## config.mk

```make
export PLATFORM = sky130hd
export DESIGN_NAME = write_bus_arbiter
export DESIGN_NICKNAME = d
export VERILOG_FILES = /design/src/rtl/write_bus_arbiter.sv
export SDC_FILE = /design/constraint.sdc
export NUM_CORES = 1
export LEC_CHECK = 0
export CELL_PAD_IN_SITES_DETAIL_PLACEMENT = 1
export CELL_PAD_IN_SITES_GLOBAL_PLACEMENT = 2
export CORE_AREA = 2 2 120 122
export CTS_CLUSTER_DIAMETER = 120
export CTS_CLUSTER_SIZE = 20
export DETAILED_ROUTE_END_ITERATION = 10
export DIE_AREA = 0 0 122 124
export GPL_TIMING_DRIVEN = 0
export PLACE_DENSITY_LB_ADDON = 0.1
export SLEW_MARGIN = 25
export SYNTH_ARGS = -nofsm -noshare
export SYNTH_HDL_FRONTEND = slang
export SYNTH_SLANG_ARGS = --single-unit
```

## constraint.sdc

```tcl
create_clock -name in_Clock -period 3.75 [get_ports in_Clock]
set_input_delay 0.375 -clock in_Clock [delete_from_list [all_inputs] [get_ports in_Clock]]
set_output_delay 0.375 -clock in_Clock [all_outputs]
set_load 0.03 [all_outputs]
```

## src/rtl/write_bus_arbiter.sv

```systemverilog
// Round-robin arbiter for the shared register write bus (ALU, load unit, multiplier),
// with a one-entry write stage that drives the read-port forwarding enables.

module write_bus_arbiter #(
    parameter int WordWidth    = 32,
    parameter int RegAddrWidth = 4,
    parameter int NoForwardReg = 15
) (
    input  logic                      in_Clock,
    input  logic                      in_Reset,
    input  logic                      in_Stall,
    input  logic [2:0]                in_Req,
    input  logic [3*WordWidth-1:0]    in_ReqData,
    input  logic [3*RegAddrWidth-1:0] in_ReqDest,
    output logic [2:0]                out_Grant,
    output logic [WordWidth-1:0]      out_WriteBus,
    output logic [RegAddrWidth-1:0]   out_WriteDest,
    output logic                      out_WriteValid,
    input  logic [RegAddrWidth-1:0]   in_LeftReadAddr,
    input  logic [RegAddrWidth-1:0]   in_RightReadAddr,
    input  logic [RegAddrWidth-1:0]   in_ThirdReadAddr,
    input  logic                      in_LeftReadValid,
    input  logic                      in_RightReadValid,
    input  logic                      in_ThirdReadValid,
    output logic                      out_WriteToLeftRead,
    output logic                      out_WriteToRightRead,
    output logic                      out_WriteToThirdRead
);

    localparam logic [RegAddrWidth-1:0] NO_FWD_ADDR = RegAddrWidth'(NoForwardReg);

    // Pointer states: which requester is searched first this cycle.
    localparam logic [1:0] PTR_0 = 2'd0;
    localparam logic [1:0] PTR_1 = 2'd1;
    localparam logic [1:0] PTR_2 = 2'd2;

    logic [1:0]              ptr_q, ptr_d;
    logic                    valid_q, valid_d;
    logic [WordWidth-1:0]    data_q, data_d;
    logic [RegAddrWidth-1:0] dest_q, dest_d;

    logic [2:0]              grant;
    logic                    arb_enable;
    logic [WordWidth-1:0]    sel_data;
    logic [RegAddrWidth-1:0] sel_dest;
    logic                    fwd_base;

    assign arb_enable = !in_Reset && !in_Stall;

    always_comb begin
        grant = 3'b000;
        if (arb_enable) begin
            case (ptr_q)
                PTR_1: begin
                    if (in_Req[1])      grant = 3'b010;
                    else if (in_Req[2]) grant = 3'b100;
                    else if (in_Req[0]) grant = 3'b001;
                end
                PTR_2: begin
                    if (in_Req[2])      grant = 3'b100;
                    else if (in_Req[0]) grant = 3'b001;
                    else if (in_Req[1]) grant = 3'b010;
                end
                default: begin
                    if (in_Req[0])      grant = 3'b001;
                    else if (in_Req[1]) grant = 3'b010;
                    else if (in_Req[2]) grant = 3'b100;
                end
            endcase
        end
    end

    always_comb begin
        sel_data = '0;
        sel_dest = '0;
        for (int i = 0; i < 3; i++) begin
            if (grant[i]) begin
                sel_data = in_ReqData[i*WordWidth +: WordWidth];
                sel_dest = in_ReqDest[i*RegAddrWidth +: RegAddrWidth];
            end
        end
    end

    // A stall freezes everything; an idle unstalled cycle only drops valid, keeping data/dest.
    always_comb begin
        ptr_d   = ptr_q;
        valid_d = valid_q;
        data_d  = data_q;
        dest_d  = dest_q;
        if (!in_Stall) begin
            if (|grant) begin
                valid_d = 1'b1;
                data_d  = sel_data;
                dest_d  = sel_dest;
                case (grant)
                    3'b001:  ptr_d = PTR_1;
                    3'b010:  ptr_d = PTR_2;
                    3'b100:  ptr_d = PTR_0;
                    default: ptr_d = ptr_q;
                endcase
            end else begin
                valid_d = 1'b0;
            end
        end
    end

    always_ff @(posedge in_Clock) begin
        if (in_Reset) begin
            ptr_q   <= PTR_0;
            valid_q <= 1'b0;
            data_q  <= '0;
            dest_q  <= '0;
        end else begin
            ptr_q   <= ptr_d;
            valid_q <= valid_d;
            data_q  <= data_d;
            dest_q  <= dest_d;
        end
    end

    // The PC destination is written but never forwarded.
    assign fwd_base = valid_q && !in_Reset && (dest_q != NO_FWD_ADDR);

    assign out_WriteToLeftRead  = fwd_base && in_LeftReadValid  && (in_LeftReadAddr  == dest_q);
    assign out_WriteToRightRead = fwd_base && in_RightReadValid && (in_RightReadAddr == dest_q);
    assign out_WriteToThirdRead = fwd_base && in_ThirdReadValid && (in_ThirdReadAddr == dest_q);

    assign out_Grant      = grant;
    assign out_WriteBus   = data_q;
    assign out_WriteDest  = dest_q;
    assign out_WriteValid = valid_q;

endmodule

```

Word-level counts from Yosys, hierarchy flattened

Index checks and enable logic that the tools add are counted.

Flip-flop bits (word level): 39
Bits of input ports: 129
Output and inout port bits: 43
Word-level logic and storage cells: 48

Equal/unequal tests: 9
Muxes and demuxes: 19
Bitwise logic cells: 1
Reduce and logical (&&, ||, !) cells: 15

Operators by type and width:

| operator             | number |
|---|---|
| $mux W32             | 3 |
| $mux W3              | 7 |
| $eq A4 B4 Y1         | 3 |
| $mux W4              | 3 |
| $logic_and A1 B1 Y1  | 9 |
| $pmux W2 S3          | 1 |
| $pmux W3 S2          | 1 |
| $mux W2              | 2 |
| $ne A4 B4 Y1 const B | 1 |
| $eq A3 B1 Y1 const B | 1 |
| $eq A3 B2 Y1 const B | 1 |
| $eq A3 B3 Y1 const B | 1 |
| $reduce_and A3 Y1    | 1 |
| $reduce_bool A3 Y1   | 1 |
| $reduce_or A3 Y1     | 1 |
| $eq A2 B1 Y1 const B | 1 |
| $eq A2 B2 Y1 const B | 1 |
| $logic_not A1 Y1     | 2 |
| $mux W1              | 2 |
| $reduce_and A2 Y1    | 1 |
| $not A1 Y1           | 1 |

Logic depth before layout (Yosys ltp)

Depth in word-level cells: 8
Depth in mapped cells: 9
Depth with buffers taken out: 6

Worst setup path after synthesis

Ideal clock, no wire load.

Path type: register to output
Start point: reg ptr_q[0]
End point: out out_Grant[2]
Arrival time: 2.332 ns
Required time: 3.375 ns
Setup slack: 1.043 ns
Cell stages (with the launch flop): 9
Path through: dfxtp_1 inv_1 ha_1 buf_6 nor2b_1 buf_1 clkbuf_1 nand2_1 a211oi_1

Longest elaborated chain between the ends: 3
Elaborated cells between the ends (all ways): 4

RTL lines:

| what                                                | line | text |
|---|---|---|
| from (decl)                                         | 37   | `logic [1:0] ptr_q, ptr_d;` |
| from (signal assigned)                              | 114  | `ptr_q <= ptr_d;` |
| $eq A2 B2 Y1 / $eq A2 B1 Y1 (equally long branches) | 53   | `case (ptr_q)` |
| $pmux W3 S2 (*)                                     | 53   |  |
| $mux W3 (*)                                         | 52   | `if (arb_enable) begin` |
| to (decl)                                           | 15   | `output logic [2:0] out_Grant,` |

Every way passes the cells marked *; elsewhere a longest branch is shown, timed or not.

Final worst setup path

Ends and elaborated chain as after synthesis.

==> metrics.md <==
| Metric | Value |
|---|---|
| Die Wd | `122 microns` |
| Final GP Congestion | `0.7473` |
| Global route overflow | `0` |
| Syn Area/Cell | `~8 sq um` |
| Sw frac | `a little under two fifths` |
| Row count | `43` |
| Cell accounting for the most synthesized area | `dfxtp_1` |
| Worst-Skew Late Latency | `290 ps` |
| Wire per inst | `20.43 microns` |
| First-pass GRT wire length | `about 21000 microns` |
| Routed WL | `between 10000 and 15000 microns` |
| Total Routing Usage GR | `a little under a fifth` |
| DRC violations left | `0` |
| Register area share after synthesis | `28.86%` |
| Final worst-path cycle share | `93.18%` |
| Post-synth top flop | `dfxtp_1` |
| Max Slew Vio Count | `0` |
| Synthesized flop and latch total | `39` |
| Comb power frac | `a little over two fifths` |
| Depth of the worst hold-timing path | `2` |
| Final instance area | `about 4700 sq um` |
| Pwr per Cell Area | `about 360 nW/um^2` |
| Area contributors post-synth | `dfxtp_1 29%, a311oi_1 12%, o211ai_1 10%` |
| Core footprint | `13720 sq um` |
| Critical Path Fanout Max | `10` |
| Maximum vdd drop | `around 0.00017 V` |
| Starting Density | `around a fifth` |
| Tmin final | `between 3000 and 4000 ps` |
| Finish-stage setup viols | `0` |
| Worst min path class | `flop to flop` |
| Final hold violations | `0` |
| Post-route worst setup slack | `255.9 ps` |
| Worst setup EP type | `primary output` |
| Vias | `3538` |
| Reg clk slew, reported paths | `60 ps` |
| Deepest clock path buffer count | `2` |
| Max-slew headroom | `45.95%` |
| CTS tree | `built` |
| DRT antenna net count | `0` |
| Most common cell after layout, fill and taps aside | `clkdlybuf4s50_1` |
| Hold_buf cts | `0` |
| Flop pwr share | `29.1%` |
| H-Tree Depth | `2` |
| Die area | `~15000 sq um` |
| DR pass1 iterations | `4` |
| Proportion of layout cells with a drive suffix above 1 | `5.653%` |
| MaxCap Viol Count | `0` |
| Mapped Cells | `approximately 340` |
| Synthesis-to-finish area growth | `75.39%` |
| Post-synth EDFFs | `0` |
| RSZ-0062 raised after global routing | `false` |
| Setup TNS | `0 ps` |
| Initial antenna violation count | `0` |
| Worst Setup Path Type | `flop to primary output` |
| Cell variety after synth | `46` |
| Slowest stage cell, crit path | `clkdlybuf4s50_1` |
| Port Buffers | `about 170` |
| Yosys warnings | `0` |
| Commonest non-fill, non-tap cells in the layout | `166 x clkdlybuf4s50_1, 39 x dfxtp_1, 38 x nor3_1` |
| Clock share of power | `a little over a quarter` |
| CP required | `3380 ps` |
| Vias in the first global route | `between 3k and 4k` |
| CP Data Arrival Time | `about 3100 ps` |
| DP HPWL | `10420 microns` |
| Internal power | `between 1000 and 1500 uW` |
| Final nets | `643` |
| DP Worst Slack | `between 300 and 400 ps` |
| CTS sink cnt | `39` |
| Final Hold Slack | `between 500 and 600 ps` |
| CTS buffer count | `5` |
| Sw Pwr | `~640 uW` |
| CP startpoint kind | `flop` |
| Async SR Flop Fraction | `0%` |
| ANT cells | `0` |
| Clk root buf | `clkbuf_16` |
| Depth of the worst register-to-register path | `9` |
| Die Y | `roughly 120 microns` |
| # IOs | `between 150 and 200` |
| Mapped Nets | `470` |
| Iter 0 DRT Violations | `around 210` |
| Critical path cell sequence | `inv_1 -> ha_1 -> buf_6 -> nor2b_1 -> clkbuf_2 -> clkbuf_1 -> nand2_1 -> a211oi_1 -> clkdlybuf4s50_1` |
| Power Total | `approximately 1700 uW` |
| Slowest stage delay, CP | `slightly above 700 ps` |
| Status | `finished clean` |
| Placed inst area | `roughly 4600 sq um` |
| Slew @ Worst Pin | `810.8 ps` |
| Top-area cell type share of the netlist area | `approximately 29%` |
| Avg Vias per Cell | `slightly above 5` |
| Largest net degree at the start of global routing | `13` |
| Leak | `between 0.0015 and 0.002 uW` |
| Clk_skew | `11.89 ps` |
| Mapped Area | `between 2000 and 3000 sq um` |
| Postcts setup bufs | `0` |
| Highest Clock Rate | `between 200 and 300 MHz` |
[through the flow]
stage / std cells / util [%]
after floorplan: 339 / -
after global placement: 685 / 33.47
after detailed placement: 685 / 33.47
after CTS: 693 / 34.57
after global routing: 693 / 34.58
final: 693 / 34.58
[metal layers]
metal	track usage [%]	wire length, microns	vias up
li1	-	-	1705
met1	24.52	6635	1683
met2	29.99	6447	140
met3	4.167	908	10
met4	4.813	167	0
met5	0	0	-
[cell type report]
cell class | instances | area, sq um
inverters | 6 | 22.52
multi-input cells | 242 | 1664
plain buffers | 52 | 239.0
repair buffers | 166 | 1662
flip-flops and latches | 39 | 780.7
well taps | 180 | 225.2
clock inverters | 1 | 8.758
fillers | 1639 | 8975
clock buffers | 7 | 142.6
[path summary, 6_finish.rpt]
kind | from | endpoint | slack (ps)
setup / recovery | ptr_q[0]$_SDFFE_PP0P_ | out_Grant[2] | 260
hold / removal | ptr_q[0]$_SDFFE_PP0P_ | ptr_q[0]$_SDFFE_PP0P_ | 570
setup reg to reg | ptr_q[0]$_SDFFE_PP0P_ | out_WriteBus[10]$_SDFFE_PP0P_ | 1080
hold reg to reg | ptr_q[0]$_SDFFE_PP0P_ | ptr_q[0]$_SDFFE_PP0P_ | 570
[cell usage after synthesis, types with 2 or more instances]
cell       n
and3_1     3
a21oi_1    3
o21ai_0   31
nor2_1     3
xor2_1     9
a311oi_1  36
buf_1      3
inv_1      6
buf_2     10
nor4_1     3
clkbuf_1  35
nand2_1    2
nor2b_1    4
a211oi_1   3
o21ai_1    6
nor3_1    38
buf_6      4
ha_1       2
o211ai_1  36
dfxtp_1   39
xnor2_1    3
a31oi_1   36
[repair_timing]
item / CTS / global route
setup endpoints to repair: 0 / 1
resized for setup: 0 / 1
endpoints found under the hold margin: 0 / 0
[state kept, by name, indices dropped and copies added (netlist names)]
| signal | flops |
|---|---|
| out_WriteDest | 4 |
| ptr_q | 2 |
| out_WriteBus | 32 |
| out_WriteValid | 1 |
[worst max-delay path, delay by kind of cell (launching register included)]
kind	cells	cell delay (ps)
buf+inv	5	1640
flops	1	390
fa+ha+maj	1	300
simple gates	2	240
compound gates	1	260
[cells by family (layout without fill, tap and decap cells)]
family / Yosys count / in the layout / synth area share [%]
flip-flops: 39 / 39 / 28.86
AND/OR/NAND/NOR: 62 / 62 / 12.49
AO/OA/AOI/OAI: 166 / 166 / 44.22
adder cells (fa/ha/maj): 2 / 2 / 0.9249
buffers and inverters: 58 / 232 / 9.621
XOR/XNOR: 12 / 12 / 3.886
[power by group through the flow]
stage / Combinational (uW) / Sequential, uW / Clock (uW)
after floorplan: 299 / 609 / 0
after global placement: 753 / 509 / 0
after detailed placement: 758 / 510 / 0
after CTS: 762 / 502 / 477
after global routing: 813 / 508 / 492
final: 756 / 501 / 462
(Power assumes the default switching activity.)
